## config.mk

```make
export PLATFORM = sky130hd
export DESIGN_NAME = uart_tx_unit
export DESIGN_NICKNAME = d
export VERILOG_FILES = /design/src/rtl/uart_pkg.sv /design/src/rtl/uart_baud_cnt.sv /design/src/rtl/uart_tx_unit.sv
export SDC_FILE = /design/constraint.sdc
export NUM_CORES = 1
export LEC_CHECK = 0
export BUFFER_PORTS_ARGS = -buffer_cell sky130_fd_sc_hd__buf_2
export CORE_MARGIN = 2
export CORE_UTILIZATION = 61
export DETAILED_ROUTE_END_ITERATION = 8
export PLACE_DENSITY = 0.85
export SYNTH_ARGS = -nofsm -noshare
export SYNTH_HDL_FRONTEND = slang
export SYNTH_HIERARCHICAL = 1
export SYNTH_SLANG_ARGS = --single-unit
```

## constraint.sdc

```tcl
create_clock -name clk -period 4.3 [get_ports clk]
set_clock_uncertainty 0.15 [all_clocks]
set_input_delay 0.43 -clock clk [delete_from_list [all_inputs] [get_ports clk]]
set_output_delay 0.43 -clock clk [all_outputs]
set_load 0.02 [all_outputs]
```

## src/rtl/uart_pkg.sv

```systemverilog
// Shared UART definitions: shifter states, frame width
// and the divisor helper used by both transmitter and receiver.
package uart_pkg;

  typedef enum logic [1:0] {
    IDLE,
    START,
    DATA,
    STOP
  } tx_state_t;

  localparam int DATA_BITS = 8;

  function automatic int clks_per_bit(
    input int clk_freq,
    input int baud
  );
    return clk_freq / baud;
  endfunction

endpackage

```

## src/rtl/uart_baud_cnt.sv

```systemverilog
// Bit-period counter: counts 0..CLKS_PER_BIT-1 and flags
// the last cycle of each bit; held at zero while clr is high.
module uart_baud_cnt #(
  parameter int CLKS_PER_BIT = 217
) (
  input  logic clk,
  input  logic reset,
  input  logic clr,
  output logic bit_end
);

  localparam int CW =
    (CLKS_PER_BIT > 1) ? $clog2(CLKS_PER_BIT) : 1;
  localparam logic [CW-1:0] LAST = CW'(CLKS_PER_BIT - 1);

  logic [CW-1:0] r_cnt;

  always_ff @(posedge clk) begin
    if (reset || clr) begin
      r_cnt <= '0;
    end else if (bit_end) begin
      r_cnt <= '0;
    end else begin
      r_cnt <= r_cnt + 1'b1;
    end
  end

  assign bit_end = (r_cnt == LAST);

endmodule

```

## src/rtl/uart_tx_unit.sv

```systemverilog
// UART 8N1 transmitter: one-entry holding register feeding
// an LSB-first shifter; back-to-back frames with no idle gap.
module uart_tx_unit
  import uart_pkg::*;
#(
  parameter int CLK_FREQ = 25_000_000,
  parameter int BAUD     = 115200
) (
  input  logic                 clk,
  input  logic                 reset,
  input  logic [DATA_BITS-1:0] tx_data,
  input  logic                 tx_start,
  output logic                 tx_ready,
  output logic                 tx,
  output logic                 tx_busy,
  output logic                 tx_done_tick
);

  localparam int CLKS_PER_BIT = clks_per_bit(CLK_FREQ, BAUD);
  localparam int BW = $clog2(DATA_BITS);
  localparam logic [BW-1:0] LAST_BIT = BW'(DATA_BITS - 1);

  tx_state_t            r_state;
  tx_state_t            w_state_nxt;
  logic                 r_tx;
  logic                 w_tx_nxt;
  logic                 r_hold_full;
  logic [DATA_BITS-1:0] r_hold_data;
  logic [DATA_BITS-1:0] r_shift;
  logic [BW-1:0]        r_bit_cnt;
  logic [BW-1:0]        w_bit_cnt_nxt;
  logic                 w_load;
  logic                 w_shift_en;
  logic                 w_done;
  logic                 w_accept;
  logic                 w_bit_end;
  logic                 w_cnt_clr;

  assign w_accept  = tx_start && !r_hold_full;
  assign w_cnt_clr = (r_state == IDLE);

  uart_baud_cnt #(
    .CLKS_PER_BIT(CLKS_PER_BIT)
  ) u_baud (
    .clk    (clk),
    .reset  (reset),
    .clr    (w_cnt_clr),
    .bit_end(w_bit_end)
  );

  always_comb begin
    w_state_nxt   = r_state;
    w_tx_nxt      = r_tx;
    w_bit_cnt_nxt = r_bit_cnt;
    w_load        = 1'b0;
    w_shift_en    = 1'b0;
    w_done        = 1'b0;
    unique case (r_state)
      IDLE: begin
        if (r_hold_full) begin
          w_load      = 1'b1;
          w_tx_nxt    = 1'b0;
          w_state_nxt = START;
        end
      end
      START: begin
        if (w_bit_end) begin
          w_tx_nxt      = r_shift[0];
          w_bit_cnt_nxt = '0;
          w_state_nxt   = DATA;
        end
      end
      DATA: begin
        if (w_bit_end) begin
          if (r_bit_cnt == LAST_BIT) begin
            w_tx_nxt    = 1'b1;
            w_state_nxt = STOP;
          end else begin
            w_shift_en    = 1'b1;
            w_tx_nxt      = r_shift[1];
            w_bit_cnt_nxt = r_bit_cnt + 1'b1;
          end
        end
      end
      STOP: begin
        if (w_bit_end) begin
          w_done = 1'b1;
          // chain straight into the next start bit when a byte waits
          if (r_hold_full) begin
            w_load      = 1'b1;
            w_tx_nxt    = 1'b0;
            w_state_nxt = START;
          end else begin
            w_state_nxt = IDLE;
          end
        end
      end
      default: begin
        w_tx_nxt    = 1'b1;
        w_state_nxt = IDLE;
      end
    endcase
  end

  always_ff @(posedge clk) begin
    if (reset) begin
      r_state     <= IDLE;
      r_tx        <= 1'b1;
      r_bit_cnt   <= '0;
      r_shift     <= '0;
      r_hold_full <= 1'b0;
      r_hold_data <= '0;
    end else begin
      r_state   <= w_state_nxt;
      r_tx      <= w_tx_nxt;
      r_bit_cnt <= w_bit_cnt_nxt;
      if (w_load) begin
        r_shift <= r_hold_data;
      end else if (w_shift_en) begin
        r_shift <= {1'b0, r_shift[DATA_BITS-1:1]};
      end
      if (w_accept) begin
        r_hold_full <= 1'b1;
        r_hold_data <= tx_data;
      end else if (w_load) begin
        r_hold_full <= 1'b0;
      end
    end
  end

  assign tx           = r_tx;
  assign tx_ready     = !r_hold_full;
  assign tx_busy      = (r_state != IDLE);
  assign tx_done_tick = w_done;

endmodule
```

=== Yosys cells after proc, flatten, opt, wreduce, memory -nomap -nowiden ===
Cells that the tools add are included.

* Add/subtract/negate cells: 2
* Multiply operators: 0
* Div/mod/pow operators: 0
* $lt $le $gt $ge: 0
* Equality and inequality tests: 11
* Shift-type cells: 0
* Multiplexer cells: 29
* Bitwise logic cells: 0
* Reduce and logical (&&, ||, !) cells: 12

{| class="wikitable"
|+ Operators by type and width
! kind !! number
|-
| $mux 8 || 2
|-
| $mux 1 || 15
|-
| $mux 2 || 5
|-
| $mux 3 || 3
|-
| $add 8x1->8 const B || 1
|-
| $eq 8x8->1 const B || 1
|-
| $pmux 2 s4 || 1
|-
| $reduce_bool 2->1 || 4
|-
| $ne 2x1->1 const B || 3
|-
| $ne 2x2->1 const B || 3
|-
| $pmux 3 s2 || 1
|-
| $reduce_and 5->1 || 1
|-
| $eq 2x2->1 const B || 2
|-
| $pmux 1 s4 || 1
|-
| $reduce_and 4->1 || 1
|-
| $add 3x1->3 const B || 1
|-
| $eq 3x3->1 const B || 1
|-
| $reduce_and 3->1 || 1
|-
| $eq 2x1->1 const B || 1
|-
| $logic_not 2->1 || 1
|-
| $pmux 1 s2 || 1
|-
| $reduce_or 2->1 || 1
|-
| $logic_and 1x1->1 || 1
|-
| $logic_not 1->1 || 1
|-
| $logic_or 1x1->1 || 1
|}

* Register bits: 31
* Latch bits: 0
* Bits in writable memories: 0
* Bits in read-only memories: 0
* Bits of input ports: 11
* Output and inout bits: 4
* Memories: 0

=== Depth between registers and ports, before layout ===
* Word-level depth: 6
* Mapped depth: 10

=== By module ===
Netlist, hierarchy kept.

{| class="wikitable"
|+ Modules (own cells, without submodules)
! module !! instances !! cells each !! area an instance (µm²) !! seq. area each (µm²)
|-
| uart_tx_unit || 1 || 126 || 1,093.5 || 460.4
|-
| uart_baud_cnt || 1 || 40 || 365.4 || 160.2
|}

=== Worst setup path after synthesis ===
OpenSTA, ideal clock, no wires.

* Kind: reg2reg
* Start point: reg u_baud.r_cnt[2]
* End point: reg r_shift[3]
* Arrival time: 1.799 ns
* Setup slack: 2.260 ns
* Stages on the path, launching flop included: 8
* Clock period less this slack: 2.040 ns
* Cell sequence: dfxtp_1 -> or3b_4 -> nor2_1 -> a21oi_1 -> or3_1 -> clkbuf_2 -> buf_6 -> a311oi_1

* Cells in the longest elaborated chain, start to end: 4
* Elaborated cells on any way between the ends: 7
* Those cells by class: eq/ne: 1; mux: 5; reduce/logical: 1

{| class="wikitable"
|+ Ends and longest elaborated chain
! what !! line !! text
|-
| start, declared || uart_baud_cnt.sv:16 || <nowiki>logic [CW-1:0] r_cnt;</nowiki>
|-
| start signal, assigned || uart_baud_cnt.sv:24 || <nowiki>r_cnt <= r_cnt + 1'b1;</nowiki>
|-
| $eq 8x8->1 (*) || uart_baud_cnt.sv:28 || <nowiki>assign bit_end = (r_cnt == LAST);</nowiki>
|-
| named net w_bit_end || uart_tx_unit.sv:36 || <nowiki>logic w_bit_end;</nowiki>
|-
| $mux 1, on equally long branches || uart_tx_unit.sv:86, uart_tx_unit.sv:74 ||
|-
| $pmux 1 s2 or $mux 1 (tied branches) || uart_tx_unit.sv:58 || <nowiki>unique case (r_state)</nowiki>
|-
| $mux 8 or $reduce_bool 2->1 (tied branches) || -- ||
|-
| end signal, assigned || uart_tx_unit.sv:118 || <nowiki>r_shift <= r_hold_data;</nowiki>
|-
| end signal, assigned || uart_tx_unit.sv:120 || <nowiki>r_shift <= {1'b0, r_shift[DATA_BITS-1:1]};</nowiki>
|-
| end, declared || uart_tx_unit.sv:29 || <nowiki>logic [DATA_BITS-1:0] r_shift;</nowiki>
|}

The timed path passes the listed nets; every way through them passes the cells marked *.
A chain may end at the register's enable or synchronous reset.

=== Final worst setup path ===
* Start point: reg u_baud.r_cnt[2]
* End point: out tx_done_tick

* Cells in the longest elaborated chain, start to end: 3

{| class="wikitable"
|+ Ends and longest elaborated chain
! what !! line !! text
|-
| $eq 8x8->1 || uart_baud_cnt.sv:28 ||
|-
| named net w_bit_end || uart_tx_unit.sv:36 ||
|-
| $mux 1 || uart_tx_unit.sv:86 || <nowiki>if (w_bit_end) begin</nowiki>
|-
| $mux 1 || uart_tx_unit.sv:58 ||
|-
| end, declared || uart_tx_unit.sv:16 || <nowiki>output logic tx_done_tick</nowiki>
|}

The timed path passes the listed nets, and every way through them passes these cells.

==> key figures <==
Status
  • Outcome: complete, no violations

Clocking
  • Worst-path clk slew: 0.09 ns
  • Total number of H-tree levels: 2
  • Clock Tree Root: clkbuf_4
  • TritonCTS clock tree: built
  • Clock sink count: 31
  • CTS buffer count: 5
  • Hold Buf Count CTS: 0
  • Skew-Pair Late Insertion Delay: between 0.3 and 0.4 ns
  • Setup bufs post-CTS: 0
  • Max Root-Sink Buffers: 2
  • Resize count post-CTS: 0

Cells and area
  • Antenna Diode Count: 0
  • Final net count: between 200 and 250
  • Layout cells sized above 1: between 10 and 15%
  • Area Overhead vs Synth: 8.32%
  • Multi-input logic area: approximately 770 sq um
  • Finished Cell Area: around 1600 sq um
  • Sequential cell area: 621 sq um
  • Final core occ: between 70 and 80%
  • Fillers: 189

Logic synthesis
  • Net Count, Synth: 186
  • Synth top area share: 42.5%
  • Top post-synthesis cells by count: dfxtp_1 (31), nor2_1 (27), nand2_1 (21), mux2i_1 (10)
  • Register bit total from synthesis: 31
  • Leading post-synthesis cells by cell area: dfxtp_1 (43%), ha_1 (7.7%), nor2_1 (6.9%)
  • Ys flop type: dfxtp_1
  • Ys async rst share: 0%
  • Post-synthesis sequential area ratio: between 40% and 50%
  • Mapped Area: roughly 1500 sq um
  • Cells after Synth: about 170
  • Post-synth EDFFs: 0
  • Ys Warns: 6
  • Top cell type by total area after synthesis: dfxtp_1
  • Top-count cell post-synth: dfxtp_1
  • Syn avg cell area: slightly below 9 sq um
  • Count of cell types in the netlist: 35

Power
  • Lkg Pwr: about 0.00063 uW
  • VDD IR-drop max: around 0.30 mV
  • Flop pwr share: 46.9%
  • Pwr per Cell Area: 491 nW/um^2
  • Gate power share: around 33%
  • Switch share: between 30% and 40%
  • Pint: between 400 and 500 uW
  • Clock share of power: roughly a fifth
  • Net Sw Power: around 280 uW

GRT
  • Grt total ovfl: 0
  • Initial antenna violation count: 0
  • Largest net degree at the start of global routing: 25
  • Vias in the first global route: roughly 1100
  • GRT Overall Usage: a little under a quarter
  • First-pass GRT wire length: around 4.7 mm

Routing
  • DRC viols: 0
  • Iteration-0 DRC Markers: 42
  • Number of nets with antenna violations after routing: 0
  • Drt total wl: 2.81 mm
  • DR pass1 iterations: 4
  • Via count: between 1000 and 1500
  • Wire per inst: 13.4 um
  • Vias per std cell: approximately 5.7

STA
  • RSZ-0062 raised after global routing: no
  • Slew Limit Fails: 0
  • PnR worst setup slack: roughly 2.0 ns
  • Final worst-path cycle share: around 53%
  • Fmax: approximately 0.43 GHz
  • Tmin final: about 2.3 ns
  • Count of final hold-check violations: 0
  • # setup viols final: 0
  • Worst slew pin tran: 0.894 ns
  • Max-slew headroom: 40.2%
  • Total negative slack: 0 ns

Setup path
  • Setup crit end: tx_done_tick
  • R2R Path End: r_shift[4]
  • Crit path capture type: output pin
  • R2r setup slk: 2.04 ns
  • CP arrival: 1.72 ns
  • Crit Path Class: reg -> out
  • CP startpoint: u_baud/r_cnt[2]
  • Reg2reg start: u_baud/r_cnt[2]
  • R2r worst-path depth: 6
  • CP required: 3.72 ns
  • Critical Path Start Type: register
  • CP Max Fanout: 6

Place
  • Final GP Congestion: approximately 0.8
  • Hpwl dp: 2.02 mm
  • Post-Place Worst Slack: approximately 2.0 ns
  • I/O Buffers: 14
  • DP Area: about 1500 sq um

Floorplanning
  • Die height: roughly 53 um
  • Die width: 52.9 um
  • Core box area: roughly 2200 sq um
  • Rows: 17
  • Initial Util: 65.3%
  • Total die area: ~2800 sq um
  • Num ports: 15

Flow run
  • Max_cap viols: 0

Worst hold path
  • Worst hold path class: in -> reg
==> state kept, by name (all words and copies together) (netlist names) <==
name          cells
r_hold_data       8
r_shift           8
u_baud/r_cnt      8
r_bit_cnt         3
r_state           2
r_hold_full       1
tx                1
==> power groups by stage <==
| stage | registers, uW | logic, uW | clock network [uW] |
|---|---|---|---|
| after CTS | 363 | 253 | 163 |
| after detailed placement | 369 | 252 | 0 |
| after global placement | 367 | 238 | 0 |
| final | 364 | 252 | 160 |
| after floorplan | 367 | 201 | 0 |
| after global routing | 370 | 282 | 176 |
==> metrics by stage <==
stage	hold WS [ns]	power [uW]	instances
2_1_floorplan	0.281	569	166
3_3_place_gp	0.305	604	202
3_5_place_dp	0.312	621	202
4_1_cts	0.175	779	210
5_1_grt	0.176	828	210
6_report	0.177	776	210
==> placed cells by master (no fill, tap or decap), types with 2 or more instances in the layout <==
cell and count:
a22oi_1 2, inv_1 9, a311oi_1 7, nand4_1 2, nor3_1 3, buf_2 14, nor2_1 27, or3_1 4
xor2_1 2, o21ai_0 5, nand3_1 4, ha_1 9, dfxtp_1 31, nand2_1 21, clkbuf_1 2, clkbuf_4 5
nor2b_1 4, a21oi_1 5, mux2i_1 10
==> critical path: stages, from the launching register on <==
cell and delay [ns]:
dfxtp_1 0.37, or3b_4 0.42, nor2_1 0.25, and2_2 0.21, buf_2 0.15
==> final cells by class <==
cell class	count	share of cell area [%]
multi-input combinational	119	48.5
timing repair buffer	14	4.43
tap	28	2.22
sequential	31	39.3
clock inverter	1	0.317
inverter	10	2.38
clock buffer	7	2.85
==> layer usage <==
metal	up-vias	global-route usage, %	share of wire (%)
met5	-	0	0
met4	0	11.5	1.6
met3	6	7.06	5.5
met2	37	34.4	46
met1	558	30.5	47
li1	602	-	-
==> how the worst min path moves through the flow <==
stage / cells after the start / start / end / slack, ns
floorplan: 2 / r_hold_data[7] / r_shift[7] / 0.28
global placement: 1 / u_baud/r_cnt[0] / u_baud/r_cnt[0] / 0.31
detailed placement: 2 / r_hold_data[7] / r_shift[7] / 0.31
CTS: 3 / tx_data[5] / r_hold_data[5] / 0.18
global route: 3 / tx_data[1] / r_hold_data[1] / 0.18
finish: 3 / tx_data[5] / r_hold_data[5] / 0.18
==> cell families (layout without fill, tap and decap cells) <==
| group | after synthesis | count (layout) | synth area share (%) |
|---|---|---|---|
| xor+xnor | 3 | 3 | 1.80 |
| fa+ha+maj | 9 | 9 | 7.72 |
| compound gates | 27 | 27 | 14.0 |
| flops | 31 | 31 | 42.5 |
| buf+inv | 16 | 32 | 4.89 |
| mux | 10 | 10 | 6.86 |
| simple gates | 70 | 70 | 22.2 |
Note: power is estimated with default switching activity, not from simulation.
